<file path="src/rtl/uart_tx_fifo.sv">
// uart_tx_fifo: power-of-two byte FIFO feeding an 8N1 UART transmitter.
// Bytes enter on a valid/ready handshake and leave LSB first.
module uart_tx_fifo #(
  parameter int CLKS_PER_BIT = 868,
  parameter int ADDR_W       = 4
) (
  input  logic            clk,
  input  logic            rst_n,
  input  logic [7:0]      byte_in,
  input  logic            byte_valid,
  output logic            byte_ready,
  output logic            serial_out,
  output logic            busy,
  output logic [ADDR_W:0] fifo_count
);
  localparam int DEPTH = 2 ** ADDR_W;
  localparam int CNT_W = $clog2(CLKS_PER_BIT);
  localparam logic [CNT_W-1:0] CNT_MAX =
    CNT_W'(CLKS_PER_BIT - 1);
  localparam logic [ADDR_W:0] FULL =
    (ADDR_W+1)'(DEPTH);

  typedef enum logic [1:0] {
    IDLE, START, DATA, STOP
  } state_e;

  state_e            state_q, state_d;
  logic [ADDR_W-1:0] wptr_q, wptr_d;
  logic [ADDR_W-1:0] rptr_q, rptr_d;
  logic [ADDR_W:0]   count_q, count_d;
  logic [CNT_W-1:0]  cnt_q, cnt_d;
  logic [2:0]        bit_q, bit_d;
  logic [7:0]        shift_q, shift_d;
  logic              serial_q, serial_d;
  logic              busy_q, busy_d;
  logic [7:0]        mem_q [DEPTH];
  logic              push, pop, tick;

  assign byte_ready = (count_q != FULL);
  assign fifo_count = count_q;
  assign serial_out = serial_q;
  assign busy       = busy_q;

  always_comb begin
    push   = byte_valid && byte_ready;
    pop    = (state_q == IDLE) && (count_q != '0);
    wptr_d = wptr_q;
    rptr_d = rptr_q;
    if (push) wptr_d = wptr_q + ADDR_W'(1);
    if (pop)  rptr_d = rptr_q + ADDR_W'(1);
    unique case ({push, pop})
      2'b10:   count_d = count_q + (ADDR_W+1)'(1);
      2'b01:   count_d = count_q - (ADDR_W+1)'(1);
      default: count_d = count_q;
    endcase
  end

  always_ff @(posedge clk) begin
    if (push) mem_q[wptr_q] <= byte_in;
  end

  always_comb begin
    tick    = (cnt_q == '0);
    state_d = state_q;
    cnt_d   = cnt_q - CNT_W'(1);
    bit_d   = bit_q;
    shift_d = shift_q;
    unique case (state_q)
      IDLE: begin
        cnt_d = cnt_q;
        if (pop) begin
          state_d = START;
          cnt_d   = CNT_MAX;
          shift_d = mem_q[rptr_q];
        end
      end
      START: begin
        if (tick) begin
          state_d = DATA;
          cnt_d   = CNT_MAX;
          bit_d   = '0;
        end
      end
      DATA: begin
        if (tick) begin
          cnt_d   = CNT_MAX;
          shift_d = {1'b0, shift_q[7:1]};
          bit_d   = bit_q + 3'd1;
          if (bit_q == 3'd7) state_d = STOP;
        end
      end
      STOP: begin
        if (tick) begin
          state_d = IDLE;
          cnt_d   = '0;
        end
      end
    endcase
  end

  // Line and busy both follow the registered state, so busy covers
  // the whole visible stop bit.
  always_comb begin
    serial_d = 1'b1;
    unique case (state_q)
      IDLE:  serial_d = 1'b1;
      START: serial_d = 1'b0;
      DATA:  serial_d = shift_q[0];
      STOP:  serial_d = 1'b1;
    endcase
    busy_d = (state_q != IDLE) || (count_q != '0);
  end

  always_ff @(posedge clk or negedge rst_n) begin
    if (!rst_n) begin
      state_q  <= IDLE;
      wptr_q   <= '0;
      rptr_q   <= '0;
      count_q  <= '0;
      cnt_q    <= '0;
      bit_q    <= '0;
      shift_q  <= '0;
      serial_q <= 1'b1;
      busy_q   <= 1'b0;
    end else begin
      state_q  <= state_d;
      wptr_q   <= wptr_d;
      rptr_q   <= rptr_d;
      count_q  <= count_d;
      cnt_q    <= cnt_d;
      bit_q    <= bit_d;
      shift_q  <= shift_d;
      serial_q <= serial_d;
      busy_q   <= busy_d;
    end
  end

endmodule

</file>
<file path="config.mk">
export PLATFORM = sky130hd
export DESIGN_NAME = uart_tx_fifo
export DESIGN_NICKNAME = d
export VERILOG_FILES = /design/src/rtl/uart_tx_fifo.sv
export SDC_FILE = /design/constraint.sdc
export NUM_CORES = 1
export LEC_CHECK = 0
export CORE_MARGIN = 8
export CORE_UTILIZATION = 39
export CTS_BUF_LIST = sky130_fd_sc_hd__clkbuf_4
export CTS_CLUSTER_SIZE = 24
export DETAILED_ROUTE_END_ITERATION = 16
export HOLD_SLACK_MARGIN = 0.03
export PLACE_DENSITY = 0.59
export RECOVER_POWER = 50
export SLEW_MARGIN = 5
export SYNTH_ARGS = -nofsm -noshare
export SYNTH_HDL_FRONTEND = slang
export SYNTH_SLANG_ARGS = --single-unit
</file>
<file path="constraint.sdc">
create_clock -name clk -period 8.37 [get_ports clk]
set_clock_uncertainty 0.15 [all_clocks]
set_input_delay 1.674 -clock clk [delete_from_list [all_inputs] [get_ports clk]]
set_output_delay 1.674 -clock clk [all_outputs]
set_load 0.01 [all_outputs]
</file>
* After elaboration in Yosys (flattened, before gate mapping) *
Memories as Yosys holds them, arrays and structs flattened.
Index checks and enable logic that the tools add are counted.

word-level totals
  bits of input ports = 11
  RAM bits = 128
  output and inout bits = 8
  register bits = 38
  memories = 1

operators by class
  multiplexer cells = 20
  add/sub/neg operators = 6
  reductions and logical operators = 15
  equal/unequal tests = 12

memory list
  memory  depth  width  read ports  clocked after memory_dff  write ports  line  text
  mem_q   16     8      1           0                         1            36    logic [7:0] mem_q [DEPTH];

operator list
  operator                                                                number
  10-bit 2-to-1 mux                                                       3
  10-bit one-hot mux with 3 select lines                                  1
  8-bit 2-to-1 mux                                                        2
  8-bit one-hot mux with 2 select lines                                   1
  10-bit zero test                                                        1
  2-bit 2-to-1 mux                                                        5
  2-bit != test (second input constant)                                   5
  5-bit one-hot mux with 2 select lines                                   1
  10-bit by 1-bit subtractor with 10-bit output (second input constant)   1
  4-bit by 1-bit adder with 4-bit output (second input constant)          2
  2-bit one-hot mux with 4 select lines                                   1
  2-bit nonzero test                                                      4
  2-bit equality test (second input constant)                             3
  3-bit 2-to-1 mux                                                        2
  3-bit one-hot mux with 2 select lines                                   1
  3-bit AND reduction                                                     2
  5-bit by 1-bit adder with 5-bit output (second input constant)          1
  5-bit != test (second input constant)                                   1
  5-bit AND reduction                                                     1
  5-bit nonzero test                                                      1
  5-bit by 1-bit subtractor with 5-bit output (second input constant)     1
  2-bit by 1-bit equality test with 1-bit output (second input constant)  2
  2-bit OR reduction                                                      2
  3-bit by 1-bit adder with 3-bit output (second input constant)          1
  other kinds (6)                                                         8

* Logic depth before layout (Yosys ltp) *
  word-level depth = 4
  gate-level depth with buffers = 15

* Worst setup path before layout *
OpenSTA, ideal clock, no wires.

  kind = input-to-reg
  start = in byte_valid
  end = reg count_q[4], in the netlist fifo_count[4]
  library setup time = 79 ps
  setup slack = 4,759 ps
  cell stages on the path = 12
  data arrival time = 3,382 ps
  required time = 8,141 ps
  cell sequence = and2_1 buf_2 inv_1 ha_1 buf_2 xor2_1 ha_1 o21a_1 o21ai_0 nand3b_1 a21oi_1 xor2_1

on the way
  word-level cells in the longest chain between the ends = 3

RTL lines
  item                                                                                   line  text
  start, declared                                                                        10    input logic byte_valid,
  1-bit logical AND *                                                                    45    push = byte_valid && byte_ready;
  2-bit by 1-bit equality test with 1-bit output or 2-bit equality test (tied branches)  51    unique case ({push, pop})
  5-bit one-hot mux with 2 select lines or 2-bit nonzero test (tied branches)            --
  end signal, assigned                                                                   129   count_q <= count_d;
  end, declared                                                                          30    logic [ADDR_W:0] count_q, count_d;

Mark *: on every way between the ends. The rest lies on a longest branch, timed or not.
A chain may end at the register's enable or synchronous reset.

* Worst setup path after layout *
Same ends and word-level chain as after synthesis.

==> insert_results.sql <==
INSERT INTO impl_metrics (metric_group, metric, value, unit) VALUES
('die', 'rows', '49', ''),
('placed_design', 'portBuffers', '18', ''),
('placed_design', 'placed_cell_area', '7570', 'sq um'),
('sta', 'final-max-slew-violation-count', '78', ''),
('route', 'vias_per_cell', '5.33', ''),
('route', 'via_count', '4017', ''),
('setup_path', 'critical_path_required', '8.69', 'ns'),
('route', 'ant_nets', '0', ''),
('synth', 'number_of_synthesized_flops_with_an_enable_pin', '128', ''),
('synth', 'yosys.cell_types.count', '60', ''),
('route', 'drt_iter0_markers', '283', ''),
('sta', 'period_needed', '4.05', 'ns'),
('die', 'die_height', '152', 'um'),
('sta', 'slew_headroom', '-39.2', '%'),
('cts', 'insertion_delay', '0.54', 'ns'),
('synth', 'synthesis.instances', '496', ''),
('cts', 'cts_inserted_buffers', '17', ''),
('die', 'core', '18100', 'sq um'),
('grt', 'grt_pass1_vias', '4068', ''),
('sta', 'fin_setup_tns', '0', 'ns'),
('outcome', 'run_status', 'complete, but fails checks', ''),
('cts', 'clkSinkCount', '166', ''),
('min_path', 'holdPathEnd', 'bit_q[0]', ''),
('sta', 'timing_hold_violations_final', '0', ''),
('layout', 'finalNetCount', '539', ''),
('setup_path', 'critical_path_peak_fanout', '9', ''),
('route', 'post_drt_wl_per_cell', '19.2', 'um'),
('synth', 'ys.flop_type', 'sky130_fd_sc_hd__edfxtp_1', ''),
('placed_design', 'globalplace.congestion', '0.811', ''),
('power', 'powerDensity', '337', 'nW/um^2'),
('route', 'final_wl', '14400', 'um'),
('layout', 'fillerInstances', '1627', ''),
('route', 'number_of_remaining_drc_errors', '0', ''),
('cts', 'clkSlewWorstSetupHoldPaths', '0.13', 'ns'),
('synth', 'synth_area', '7220', 'sq um'),
('flow_run', 'cap_viol_max_count', '2', ''),
('min_path', 'worstHoldPathType', 'flop to flop', ''),
('sta', 'setup_viol', '0', ''),
('sta', 'worst_max_slew_pin_slew', '2.09', 'ns'),
('sta', 'finalHoldWorstSlack', '0.384', 'ns'),
('cts', 'cts_root_buf', 'sky130_fd_sc_hd__clkbuf_4', ''),
('setup_path', 'critPathCaptureType', 'flop', ''),
('power', 'worst_ir_drop_vdd', '117', 'uV'),
('grt', 'grt.overflow.total', '0', ''),
('synth', 'async_reset_ff_share', '22.9', '%'),
('layout', 'finish.instance_area', '7800', 'sq um'),
('grt', 'grt_start_max_net_pins', '40', ''),
('min_path', 'hold_startpoint', 'bit_q[0]', ''),
('synth', 'synth_fp_nets', '525', ''),
('route', 'firstDrtPassIters', '5', ''),
('setup_path', 'r2r_cells', '12', ''),
('synth', 'synthesis.area_per_instance', '14.5', 'sq um'),
('setup_path', 'start_kind', 'input pin', ''),
('setup_path', 'regToRegStartpoint', 'fifo_count[1]', ''),
('cts', 'cts_setup_buffers', '0', ''),
('layout', 'layout_cells_sized_above_1', '9.56', '%'),
('grt', 'grtUsageTotal', '12.7', '%'),
('grt', 'grt_antenna_before_repair', '1', ''),
('outcome', 'failed_checks', 'max-capacitance violations, max-slew violations', ''),
('cts', 'maximum_root_to_sink_buffer_count', '2', ''),
('power', 'leakagePower', '2.82', 'nW'),
('synth', 'synth_seq_cells', '166', ''),
('sta', 'unrepaired_setup_endpoints_after_global_routing', 'no', ''),
('setup_path', 'worst_setup_path_startpoint', 'byte_valid', ''),
('cts', 'post_cts_resized', '0', ''),
('sta', 'fmax', '247', 'MHz'),
('placed_design', 'dp_hpwl', '9670', 'um'),
('setup_path', 'worst-setup-path-type', 'input pin to flop', ''),
('layout', 'area_growth', '8.08', '%'),
('die', 'io_pins', '19', ''),
('die', 'die_area', '23100', 'sq um'),
('setup_path', 'critical_path.reg2reg.endpoint', 'fifo_count[4]', ''),
('grt', 'grt_first_pass_wirelength', '22800', 'um'),
('min_path', 'hold_path_depth', '1', ''),
('die', 'initial_utilization', '39.9', '%'),
('cts', 'cts_htree_levels', '4', ''),
('synth', 'synth_warnings', '0', ''),
('die', 'die-width', '152', 'um'),
('cts', 'ctsHoldBuffers', '0', ''),
('cts', 'cts_tree', 'built', ''),
('sta', 'finalCritPeriodShare', '48.3', '%'),
('setup_path', 'rrSetupSlack', '5.07', 'ns'),
('setup_path', 'worstPathArrival', '4.37', 'ns'),
('synth', 'yosysSeqAreaShare', '66.5', '%');
==> stage by stage <==
stage / instances / util (%) / total power, W / setup WS, ns
finish: 753 / 43.1 / 0.00263 / 4.32
floorplan: 496 / - / 0.00195 / 4.76
detailed placement: 720 / 41.8 / 0.00223 / 4.02
global placement: 720 / 41.8 / 0.00219 / 4.09
global route: 753 / 43.1 / 0.00282 / 4.11
CTS: 752 / 43.3 / 0.00267 / 4.48
==> layout make-up <==
type | count | area (sq um) | area share [%]
multi-input cells | 296 | 2230 | 28.6
clock inverters | 14 | 126 | 1.62
flip-flops and latches | 166 | 4800 | 61.5
diodes | 1 | 2.50 | 0.0321
repair buffers | 19 | 181 | 2.33
clock buffers | 18 | 135 | 1.73
inverters | 10 | 37.5 | 0.481
well taps | 229 | 287 | 3.67
==> cell usage after synthesis (3+ instances only) <==
| cell type | instances | area share, % |
|---|---|---|
| sky130_fd_sc_hd__buf_4 | 3 | 0.31 |
| sky130_fd_sc_hd__ha_1 | 18 | 3.1 |
| sky130_fd_sc_hd__a22oi_1 | 24 | 2.5 |
| sky130_fd_sc_hd__nand3_1 | 11 | 0.76 |
| sky130_fd_sc_hd__nor3_1 | 5 | 0.35 |
| sky130_fd_sc_hd__edfxtp_1 | 128 | 53 |
| sky130_fd_sc_hd__a31oi_1 | 7 | 0.61 |
| sky130_fd_sc_hd__inv_1 | 9 | 0.47 |
| sky130_fd_sc_hd__o21ai_0 | 12 | 0.83 |
| sky130_fd_sc_hd__clkbuf_1 | 7 | 0.36 |
| sky130_fd_sc_hd__nand2b_1 | 7 | 0.61 |
| sky130_fd_sc_hd__nor2b_1 | 7 | 0.61 |
| sky130_fd_sc_hd__a21oi_1 | 18 | 1.2 |
| sky130_fd_sc_hd__xor2_1 | 7 | 0.85 |
| sky130_fd_sc_hd__mux4_2 | 4 | 1.2 |
| sky130_fd_sc_hd__nand2_1 | 26 | 1.4 |
| sky130_fd_sc_hd__mux2i_1 | 58 | 8.0 |
| sky130_fd_sc_hd__xnor2_1 | 6 | 0.73 |
| sky130_fd_sc_hd__nor2_1 | 32 | 1.7 |
| sky130_fd_sc_hd__buf_2 | 10 | 0.69 |
| sky130_fd_sc_hd__and2_1 | 3 | 0.26 |
| sky130_fd_sc_hd__mux2_2 | 3 | 0.47 |
| sky130_fd_sc_hd__dfrtp_1 | 37 | 13 |
| sky130_fd_sc_hd__a21o_1 | 5 | 0.52 |
| sky130_fd_sc_hd__a32oi_1 | 7 | 0.85 |
| sky130_fd_sc_hd__buf_1 | 3 | 0.16 |
==> kinds of logic after synthesis <==
kind of cell | Yosys count | share of synthesized area (%)
DFF | 166 | 66.5
and+or+nand+nor | 105 | 7.46
AOI/OAI and AO/OA | 94 | 9.26
muxes | 66 | 9.92
buffers and inverters | 34 | 2.20
adders and majority gates | 18 | 3.12
xor gates and xnor gates | 13 | 1.58
==> metal layers <==
layer / vias up / track usage (%) / share of wire (%)
met3: 8 / 3.29 / 4.9
met1: 2024 / 17.2 / 47
met4: 0 / 3.43 / 0.91
met2: 66 / 19.9 / 47
li1: 1919 / - / -
met5: - / 0 / 0
==> power by group <==
| group | total [W] | switching, W | internal (W) |
|---|---|---|---|
| Combinational | 0.000989 | 0.000554 | 0.000436 |
| Clock | 0.000438 | 0.000285 | 0.000154 |
| Sequential | 0.00120 | 0.000159 | 0.00104 |
| Total | 0.00263 | 0.000998 | 0.00163 |
==> how the worst max path moves through the flow <==
stage | to | cells after the start
floorplan | fifo_count[4] | 12
global placement | fifo_count[4] | 11
detailed placement | fifo_count[4] | 11
CTS | byte_ready | 3
global route | fifo_count[4] | 11
finish | fifo_count[4] | 11
==> worst max-delay path: stages <==
cell	delay [ns]
sky130_fd_sc_hd__dlygate4sd3_1	0.52
sky130_fd_sc_hd__and2_0	0.52
sky130_fd_sc_hd__inv_1	0.14
sky130_fd_sc_hd__ha_1	0.34
sky130_fd_sc_hd__xor2_1	0.18
sky130_fd_sc_hd__ha_1	0.23
sky130_fd_sc_hd__o21a_1	0.17
sky130_fd_sc_hd__o21ai_0	0.15
sky130_fd_sc_hd__nand3b_1	0.09
sky130_fd_sc_hd__a21oi_1	0.19
sky130_fd_sc_hd__xor2_1	0.15
==> placed cells by master, fill, tap and decap left out, drive strengths merged, types with 2 or more instances in the layout <==
cell type / Yosys / final
clkinv: 0 / 6
a32o: 2 / 2
edfxtp: 128 / 128
nand3: 11 / 11
nand2b: 7 / 7
clkbuf: 7 / 19
a21o: 5 / 5
clkdlybuf4s50: 0 / 8
nand4: 3 / 3
and2: 3 / 3
dfrtp: 37 / 37
mux2i: 58 / 58
a32oi: 7 / 7
a31oi: 9 / 9
nor3: 6 / 6
xnor2: 6 / 6
xor2: 7 / 7
a22oi: 24 / 24
mux4: 4 / 4
o21ai: 14 / 14
ha: 18 / 18
dlygate4sd3: 0 / 9
inv: 10 / 14
a21oi: 19 / 19
o21a: 2 / 2
nand2: 27 / 27
nor2: 34 / 34
nor4: 2 / 2
clkinvlp: 0 / 3
mux2: 4 / 4
nor2b: 7 / 7
==> registers in the layout, indices dropped and copies added (netlist names) <==
register and cells:
busy 1, fifo_count 5, serial_out 1, shift_q 8, bit_q 3, rptr_q 4
wptr_q 4, cnt_q 10, mem_q 128, state_q 2
No activity file was read; power rests on OpenSTA's default activity.
==> RTL change: new RTL, same flow settings <==
The parameter `ADDR_W` goes from 4 to 6.
--- a/src/rtl/uart_tx_fifo.sv
+++ b/src/rtl/uart_tx_fifo.sv
@@ -2,7 +2,7 @@
 // Bytes enter on a valid/ready handshake and leave LSB first.
 module uart_tx_fifo #(
   parameter int CLKS_PER_BIT = 868,
-  parameter int ADDR_W       = 4
+  parameter int ADDR_W       = 6
 ) (
   input  logic            clk,
   input  logic            rst_n,
Ports: changed (resized fifo_count); port bits go from 19 to 21. The function was not compared with the original's and may differ.
==> RTL change against the original RTL <==
The flow still finishes with violations (max-capacitance violations, max-slew violations); total power grew 130%; critical path depth fell by 5; setup slack worse by 390 ps; area after synthesis rose to 3.1 times the old value; design area increased to 3.2 times the old value; sequential cell count up 390; sequential share of layout area is 3.8 points higher; wire length rose to 3.9 times the old value; critical endpoint is now mem_q[3][0]; largest power group unchanged.
==> RTL change: results (changes against the original RTL) <==
Async set or reset register ratio after synthesis: 0.07914 (-0.1498)
DRT iter0 DRCs: 1202 (+320%)
Placed cell count: 1976 (+170%)
FF-to-FF Start: rptr_q[2]
Crit-path max FO: 8 (-1)
Vias in the first global route: 12720 (+210%)
Peak supply drop: 126.5 uV (+8.0%)
Detailed-route via count: 12320 (+210%)
IO Port Bufs: 20 (+2)
Count of cell types in the netlist: 62 (+3.3%)
Status: finished, violations left
Crit path max-delay family: simple AND/OR/NAND/NOR gates
Slew HR: -1.583 (-1.191)
CP arrival: 4850 ps (+480 ps)
Dpl ws: 3118 ps (-898.4 ps)
Leakage: 8.819 nW (+210%)
R2R Setup Slk: 4280 ps (-790 ps)
Critical Path Max Stage Delay: 880 ps (+360 ps)
Crit-path slowest cell: nor2_1
Post-route insts no fill: 2230 (+200%)
Synth cell count leaders: edfxtp_1 (512), mux2i_1 (113), nor2_1 (97), mux4_2 (82), dfrtp_1 (43)
Maxcap violations: 9 (+7)
EDFF count, synth: 512 (+300%)
Failing checks: max-capacitance violations, max-slew violations
Clock power frac: 0.390 (+0.223)
Hold Path Origin: rptr_q[5]
Mapped Cells: 1249 (+150%)
Net Sw Frac: 0.2459 (-0.1337)
First-pass GRT wire length: 83980 um (+270%)
Hold EP: rptr_q[5]
Max Slew Vio Count: 565 (+620%)
Placed wire-length estimate: 32380 um (+240%)
NumNets Final: 1381 (+160%)
DRT Wirelength: 56260 um (+290%)
Share of cells above drive strength 1: 0.2293 (+0.1337)
Comb group: 0.000403 W (-59%)
Syn nets: 1273 (+140%)
RTL change: cell types whose count changed after synthesis, sizes merged, moves of 15 or more:
| cell | before | now |
|---|---|---|
| nor2 | 34 | 97 |
| mux2i | 58 | 113 |
| mux4 | 4 | 82 |
| nor2b | 7 | 22 |
| edfxtp | 128 | 512 |
| clkbuf | 7 | 34 |
| a22oi | 24 | 9 |
| a211o | 0 | 20 |
| buf | 17 | 37 |
RTL change: layout make-up:
type                       count  area, um^2  share of cell area
clock buffer                 204        1531             0.06073
timing repair buffer          33       254.0             0.01007
tap                          765       957.2             0.03795
antenna                        4       10.01           0.0003969
multi-input combinational    611        5649              0.2240
clock inverter                46       292.8             0.01161
sequential                   556       16480              0.6536
inverter                      11       41.29            0.001637
RTL change: cell families after synthesis:
kind of cell	count (synthesis)	share of synthesized area
buf+inv	82	0.01843
flops	556	0.7310
compound gates	157	0.05168
fa+ha+maj	13	0.007216
mux	203	0.1361
xor+xnor	17	0.006605
simple gates	221	0.04901
RTL change: worst max-delay path by stage:
stage / cells after the start / slack, ps / start / end
after detailed placement: 5 / 3120 / byte_valid / mem_q[7][2]
after global routing: 3 / 3750 / fifo_count[5] / byte_ready
final: 6 / 3930 / byte_valid / mem_q[3][0]
after CTS: 3 / 3890 / fifo_count[5] / byte_ready
after global placement: 5 / 3200 / byte_valid / mem_q[63][0]
after floorplan: 12 / 4190 / byte_valid / fifo_count[6]
RTL change: routing by layer:
metal / GRT usage / vias up / routed length (um) / share of wire
li1: - / 5355 / - / -
met1: 0.2396 / 6303 / 24460 / 0.43
met2: 0.2552 / 582 / 25490 / 0.45
met3: 0.05687 / 79 / 5315 / 0.094
met4: 0.05515 / 0 / 994 / 0.018
met5: 0 / - / 0 / 0
